## src/rtl/alu_pkg.sv

```systemverilog
// Shared definitions for the sequential ALU: op-code values, FSM state
// encoding and the decode that decides whether an operation runs digit-serially.
package alu_pkg;

    localparam logic [3:0] OP_ADD = 4'd0;
    localparam logic [3:0] OP_SUB = 4'd1;
    localparam logic [3:0] OP_AND = 4'd2;
    localparam logic [3:0] OP_OR  = 4'd3;
    localparam logic [3:0] OP_XOR = 4'd4;
    localparam logic [3:0] OP_ASL = 4'd5;
    localparam logic [3:0] OP_LSR = 4'd6;
    localparam logic [3:0] OP_ROL = 4'd7;
    localparam logic [3:0] OP_ROR = 4'd8;

    typedef enum logic [1:0] {
        S_IDLE = 2'd0,
        S_BIN  = 2'd1,
        S_DEC  = 2'd2,
        S_DONE = 2'd3
    } state_t;

    // Decimal mode only changes ADD and SUB; every other op stays single-cycle.
    function automatic logic is_dec_op(input logic [3:0] op, input logic dec_en);
        return dec_en && ((op == OP_ADD) || (op == OP_SUB));
    endfunction

endpackage

```

## src/rtl/bcd_digit.sv

```systemverilog
// One BCD digit of decimal add/subtract with the +6 / +10 adjust; purely
// combinational, stepped across the operand one digit per clock by the top.
module bcd_digit (
    input  logic [3:0] a_i,
    input  logic [3:0] b_i,
    input  logic       cin_i,
    input  logic       sub_i,
    output logic [3:0] sum_o,
    output logic       cout_o
);

    logic [4:0] add_raw;
    logic [5:0] sub_raw;

    always_comb begin
        add_raw = {1'b0, a_i} + {1'b0, b_i} + {4'b0, cin_i};
        // Six bits hold a - b - borrow over -16..15; bit 5 is the sign.
        sub_raw = {2'b0, a_i} - {2'b0, b_i} - {5'b0, ~cin_i};
        sum_o   = add_raw[3:0];
        cout_o  = 1'b0;
        if (sub_i) begin
            if (sub_raw[5]) begin
                sum_o  = sub_raw[3:0] + 4'd10;
                cout_o = 1'b0;
            end else begin
                sum_o  = sub_raw[3:0];
                cout_o = 1'b1;
            end
        end else if (add_raw > 5'd9) begin
            sum_o  = add_raw[3:0] + 4'd6;
            cout_o = 1'b1;
        end
    end

endmodule

```

## src/rtl/alu_seq.sv

```systemverilog
// Sequential ALU: binary ops finish one cycle after start, decimal ADD/SUB
// walk the operands one BCD digit per cycle through a single bcd_digit.
module alu_seq
    import alu_pkg::*;
#(
    parameter int WIDTH = 8
) (
    input  logic             clk,
    input  logic             rst_n,
    input  logic             start,
    input  logic [3:0]       op,
    input  logic             dec_en,
    input  logic [WIDTH-1:0] a_in,
    input  logic [WIDTH-1:0] b_in,
    input  logic             carry_in,
    output logic             busy,
    output logic             done,
    output logic [WIDTH-1:0] result,
    output logic             carry_out,
    output logic             ovflw,
    output logic             zero,
    output logic             neg
);

    localparam int NDIG = WIDTH / 4;
    localparam int CW   = (NDIG > 1) ? $clog2(NDIG) : 1;
    localparam int MSB  = WIDTH - 1;

    state_t           state_q;
    logic [3:0]       op_q;
    logic [WIDTH-1:0] a_q;
    logic [WIDTH-1:0] b_q;
    logic             cin_q;
    logic [WIDTH-1:0] da_q;
    logic [WIDTH-1:0] db_q;
    logic [WIDTH-5:0] acc_q;
    logic             dcarry_q;
    logic [CW-1:0]    cnt_q;
    logic             busy_q;
    logic             done_q;
    logic [WIDTH-1:0] result_q;
    logic             c_q;
    logic             v_q;
    logic             z_q;
    logic             n_q;

    logic             accept;
    logic             accept_dec;
    logic             last_digit;
    logic [3:0]       dig_sum;
    logic             dig_cout;
    logic [WIDTH-1:0] dec_word;
    logic [WIDTH-1:0] arith_b;
    logic [WIDTH:0]   arith_sum;
    logic             arith_v;
    logic [WIDTH-1:0] bin_r;
    logic             bin_c;
    logic             bin_v;
    logic [WIDTH-1:0] fin_r;
    logic             fin_c;
    logic             fin_v;

    // Only the digit-serial state blocks a new request; BIN and DONE accept.
    assign accept     = start && (state_q != S_DEC);
    assign accept_dec = is_dec_op(op, dec_en);
    assign last_digit = (cnt_q == CW'(NDIG - 1));

    bcd_digit u_digit (
        .a_i    (da_q[3:0]),
        .b_i    (db_q[3:0]),
        .cin_i  (dcarry_q),
        .sub_i  (op_q == OP_SUB),
        .sum_o  (dig_sum),
        .cout_o (dig_cout)
    );

    // New digit enters at the top; after NDIG steps the word is in place.
    assign dec_word = {dig_sum, acc_q};

    always_comb begin
        arith_b   = (op_q == OP_SUB) ? ~b_q : b_q;
        arith_sum = {1'b0, a_q} + {1'b0, arith_b} + {{WIDTH{1'b0}}, cin_q};
        arith_v   = (a_q[MSB] == arith_b[MSB]) && (arith_sum[MSB] != a_q[MSB]);

        bin_r = '0;
        bin_c = 1'b0;
        bin_v = 1'b0;
        case (op_q)
            OP_ADD, OP_SUB: begin
                bin_r = arith_sum[MSB:0];
                bin_c = arith_sum[WIDTH];
                bin_v = arith_v;
            end
            OP_AND: bin_r = a_q & b_q;
            OP_OR:  bin_r = a_q | b_q;
            OP_XOR: bin_r = a_q ^ b_q;
            OP_ASL: begin
                bin_r = {a_q[MSB-1:0], 1'b0};
                bin_c = a_q[MSB];
            end
            OP_LSR: begin
                bin_r = {1'b0, a_q[MSB:1]};
                bin_c = a_q[0];
            end
            OP_ROL: begin
                bin_r = {a_q[MSB-1:0], cin_q};
                bin_c = a_q[MSB];
            end
            OP_ROR: begin
                bin_r = {cin_q, a_q[MSB:1]};
                bin_c = a_q[0];
            end
            default: ;
        endcase

        if (state_q == S_DEC) begin
            fin_r = dec_word;
            fin_c = dig_cout;
            fin_v = arith_v;
        end else begin
            fin_r = bin_r;
            fin_c = bin_c;
            fin_v = bin_v;
        end
    end

    always_ff @(posedge clk or negedge rst_n) begin
        if (!rst_n) begin
            state_q  <= S_IDLE;
            op_q     <= '0;
            a_q      <= '0;
            b_q      <= '0;
            cin_q    <= 1'b0;
            da_q     <= '0;
            db_q     <= '0;
            acc_q    <= '0;
            dcarry_q <= 1'b0;
            cnt_q    <= '0;
            busy_q   <= 1'b0;
            done_q   <= 1'b0;
            result_q <= '0;
            c_q      <= 1'b0;
            v_q      <= 1'b0;
            z_q      <= 1'b0;
            n_q      <= 1'b0;
        end else begin
            done_q <= 1'b0;
            case (state_q)
                S_IDLE: ;
                S_BIN: begin
                    result_q <= fin_r;
                    c_q      <= fin_c;
                    v_q      <= fin_v;
                    z_q      <= (fin_r == '0);
                    n_q      <= fin_r[MSB];
                    done_q   <= 1'b1;
                    state_q  <= S_DONE;
                end
                S_DEC: begin
                    acc_q    <= dec_word[WIDTH-1:4];
                    da_q     <= {4'b0, da_q[WIDTH-1:4]};
                    db_q     <= {4'b0, db_q[WIDTH-1:4]};
                    dcarry_q <= dig_cout;
                    cnt_q    <= cnt_q + CW'(1);
                    if (last_digit) begin
                        result_q <= fin_r;
                        c_q      <= fin_c;
                        v_q      <= fin_v;
                        z_q      <= (fin_r == '0);
                        n_q      <= fin_r[MSB];
                        done_q   <= 1'b1;
                        busy_q   <= 1'b0;
                        state_q  <= S_DONE;
                    end
                end
                S_DONE:  state_q <= S_IDLE;
                default: state_q <= S_IDLE;
            endcase

            // A launch overrides the state step above (back-to-back / DONE restart).
            if (accept) begin
                op_q     <= op;
                a_q      <= a_in;
                b_q      <= b_in;
                cin_q    <= carry_in;
                da_q     <= a_in;
                db_q     <= b_in;
                dcarry_q <= carry_in;
                acc_q    <= '0;
                cnt_q    <= '0;
                busy_q   <= accept_dec;
                state_q  <= accept_dec ? S_DEC : S_BIN;
            end
        end
    end

    assign busy      = busy_q;
    assign done      = done_q;
    assign result    = result_q;
    assign carry_out = c_q;
    assign ovflw     = v_q;
    assign zero      = z_q;
    assign neg       = n_q;

endmodule

```

## config.mk

```make
export PLATFORM = sky130hd
export DESIGN_NAME = alu_seq
export DESIGN_NICKNAME = d
export VERILOG_FILES = /design/src/rtl/alu_pkg.sv /design/src/rtl/bcd_digit.sv /design/src/rtl/alu_seq.sv
export SDC_FILE = /design/constraint.sdc
export NUM_CORES = 1
export LEC_CHECK = 0
export ABC_AREA = 1
export CAP_MARGIN = 20
export CORE_MARGIN = 2
export CORE_UTILIZATION = 50
export DETAILED_ROUTE_END_ITERATION = 7
export DONT_BUFFER_PORTS = 1
export HOLD_SLACK_MARGIN = 0.02
export PLACE_DENSITY_LB_ADDON = 0.12
export SYNTH_ARGS = -nofsm -noshare
export SYNTH_HDL_FRONTEND = slang
export SYNTH_HIERARCHICAL = 1
export SYNTH_SLANG_ARGS = --single-unit
export TNS_END_PERCENT = 50
```

## constraint.sdc

```tcl
create_clock -name clk -period 4.9 [get_ports clk]
set_input_delay 0.98 -clock clk [delete_from_list [all_inputs] [get_ports clk]]
set_output_delay 0.98 -clock clk [all_outputs]
set_load 0.01 [all_outputs]
```

==> results_dict.tcl <==
set metrics [dict create \
    crit_type "reg2reg" \
    tritoncts "yes" \
    hold_viol 0 \
    synth_top_area_cell "dfrtp_1" \
    syn_inst 579 \
    crit_family "simple AND/OR/NAND/NOR gates" \
    synthArstFlopShare_pct 100.0 \
    status "finished clean" \
    finalCriticalPeriod_ns 3.234 \
    synth.most_common_cell "nand2_1" \
    cts_resized 0 \
    synth.top_cell.area_share_pct 34.26 \
    num_vias 3726 \
    r2r-end "zero" \
    dp_hpwl_mm 8.614 \
    numCtsBuffers 9 \
    antenna_left 0 \
    synthTopCellsByCount "nand2_1 (166), inv_1 (78), dfrtp_1 (58), nand3_1 (58)" \
    synth_ff_type "dfrtp_1" \
    pwr-share-clk_pct 16.1 \
    rsz0062_at_grt "no" \
    synth.area.top_cells "dfrtp_1 (34%), nand2_1 (15%), ha_1 (11%)" \
    path_clk_slew_ns 0.07 \
    drt_iter0_markers 209 \
    slowest_stage "fa_1" \
    cts.sinks 58 \
    portBuffers 0 \
    synth.net_count 646 \
    arrival_ns 3.51 \
    antenna_found_initial 0 \
    cts_setup_buffers 0 \
    areaGrowthSynthToFinish_pct 7.324 \
    fin_tns_setup_ns 0 \
    final_util_pct 55.34 \
    track_usage_pct 26.11 \
    slowest_delay_ns 0.42 \
    ys_seq_area_share_pct 34.26 \
    min_path_type "in2async" \
    ys_types 34 \
    grt_max_degree 59 \
    num_io_pins 39 \
    layout-drive-gt1-share_pct 8.562 \
    drv_cap 0 \
    cts.hold.buffers_added 0 \
    clk_latency_ns 0.34 \
    dieArea_sq_mm 0.009226 \
    setup-violations-final 0 \
    die_h_um 96.05 \
    gr-total-overflow 0 \
    swShare_pct 49.66 \
    slew_headroom_pct 55.96 \
    dieWidth_um 96.05 \
    reg2regPathDepth 18 \
    gp_congestion 0.9803 \
    crit_cells 18 \
    fmax_mhz 309.2 \
    layout.nets 646 \
    start_util_pct 51.56 \
    wl_per_cell_um 15.93 \
    wirelength_mm 10.97 \
    p_leak_nw 2.438 \
    worstSetupStartpointType "flip-flop" \
    switchingPower_mw 1.598 \
    end_kind "flip-flop" \
    regToRegSetupSlack_ns 1.67 \
    p_per_area_mw_per_mm2 707.7 \
    power.internal_mw 1.620 \
    n_antenna_cell 0 \
    fin_skew_ns 0.009119 \
    synthesis.area_sq_mm 0.004237 \
    post-route-drc-count 0 \
    path_cells "inv_1 -> nand2_2 -> nor2_4 -> inv_2 -> nor2_4 -> xor2_1 -> fa_1 -> inv_1 -> fa_1 -> nand3_1 -> nand2_1 -> nor2_1 -> nand3_1 -> nand2_1 -> nand3_1 -> nor2_1 -> nand3_1 -> nand2_1" \
    vdd_drop_max_mv 0.3085 \
    critical_path.n_buffers_inverters 3 \
    grt_pass1_wl_mm 17.99 \
    grt_pass1_vias 3576 \
    seqPwrFrac_pct 26.0 \
    synth_edf_count 0 \
    tightest_slew_ns 0.6599 \
    syn_area_per_cell_sq_um 7.317 \
    htree_levels 3 \
    r2r_start "op_q[2]" \
    combinationalPowerShare_pct 57.9 \
    finalCritPeriodShare_pct 65.99 \
    finalMaxSlewViolations 0 \
    cts-root-buf "clkbuf_8" \
    clockBufferDepth 2 \
    core_area_sq_mm 0.008217 \
    row_count 33 \
    first_pass_iters 5 \
    viasPerCell 5.408 \
    cp_data_required_time_ns 5.18 \
    crit_top_cell "nand3_1" \
    yosys_register_bits 58 \
    crit_fanout 13 \
    yosysWarnings 6 \
]
kinds of logic after synthesis:
| logic type | after synthesis | share of synthesized area, % |
|---|---|---|
| AND/OR/NAND/NOR | 293 | 30.06 |
| buffers and inverters | 98 | 9.214 |
| AO/OA/AOI/OAI | 76 | 10.51 |
| flip-flops | 58 | 34.26 |
| adder cells (fa/ha/maj) | 42 | 13.29 |
| XOR/XNOR | 12 | 2.658 |
registers in the layout (all words and copies together), names as in the netlist, 2 cells and up:
register,cells
b_q,8
acc_q,4
state_q,2
op_q,4
da_q,8
db_q,8
a_q,8
result,8
how the worst max path moves through the flow:
| stage | from | end | slack, ns |
|---|---|---|---|
| 2_1_floorplan | op_q[2] | zero | 2.10 |
| 3_3_place_gp | op_q[2] | zero | 1.84 |
| 3_5_place_dp | op_q[2] | zero | 1.71 |
| 4_1_cts | op_q[2] | zero | 1.67 |
| 5_1_grt | op_q[2] | zero | 1.39 |
| 6_report | op_q[2] | zero | 1.67 |
layer usage:
| layer | vias up | track usage, % | wire [um] |
|---|---|---|---|
| li1 | 1846 | - | - |
| met1 | 1745 | 37.34 | 5186 |
| met2 | 122 | 40.39 | 4918 |
| met3 | 13 | 5.873 | 741 |
| met4 | 0 | 5.952 | 127 |
| met5 | - | 0 | 0 |
area by class of cell:
cell class,instances,area (sq um)
Multi-Input combinational cell,423,2397
Fill cell,813,3670
Timing Repair Buffer,3,22.52
Clock buffer,12,155.1
Inverter,84,315.3
Sequential cell,58,1451
Tap cell,105,131.4
Clock inverter,4,73.82
placed cells by master (no fill, tap or decap), drive strengths merged:
master	count
nand2	176
inv	84
nand3	61
dfrtp	58
nor2	49
o21ai	45
ha	37
a21oi	13
xor2	12
clkbuf	12
o211ai	7
a31oi	7
nand4	5
fa	5
buf	3
nor3	2
bufinv	2
clkinv	2
a21boi	1
a22oi	1
a32o	1
o21bai	1
worst reg2reg max path, cell delays in order, from the launching register on:
cell	delay [ns]
dfrtp_1	0.40
inv_1	0.20
nand2_2	0.11
nor2_4	0.22
inv_2	0.08
nor2_4	0.33
xor2_1	0.14
fa_1	0.40
inv_1	0.12
fa_1	0.42
nand3_1	0.10
nand2_1	0.06
nor2_1	0.10
nand3_1	0.09
nand2_1	0.10
nand3_1	0.07
nor2_1	0.09
nand3_1	0.08
nand2_1	0.06
power by group through the flow:
stage | Sequential, mW | Combinational (mW) | Clock [mW]
after global routing | 0.864 | 2.13 | 0.546
after floorplan | 0.786 | 1.48 | 0
final | 0.837 | 1.86 | 0.518
after detailed placement | 0.846 | 1.85 | 0
after global placement | 0.841 | 1.81 | 0
after CTS | 0.838 | 1.86 | 0.526
metrics by stage:
step	instance area [sq um]	total power [mW]	cells	setup WS, ns	hold WS [ns]
3_5_place_dp	4318	2.701	673	1.706	0.4710
6_report	4547	3.218	689	1.666	0.3332
5_1_grt	4547	3.544	689	1.385	0.3139
2_1_floorplan	4237	2.269	579	2.104	0.4422
4_1_cts	4547	3.225	689	1.668	0.3169
3_3_place_gp	4318	2.647	673	1.838	0.4567
Note: power is estimated with default switching activity, not from simulation.
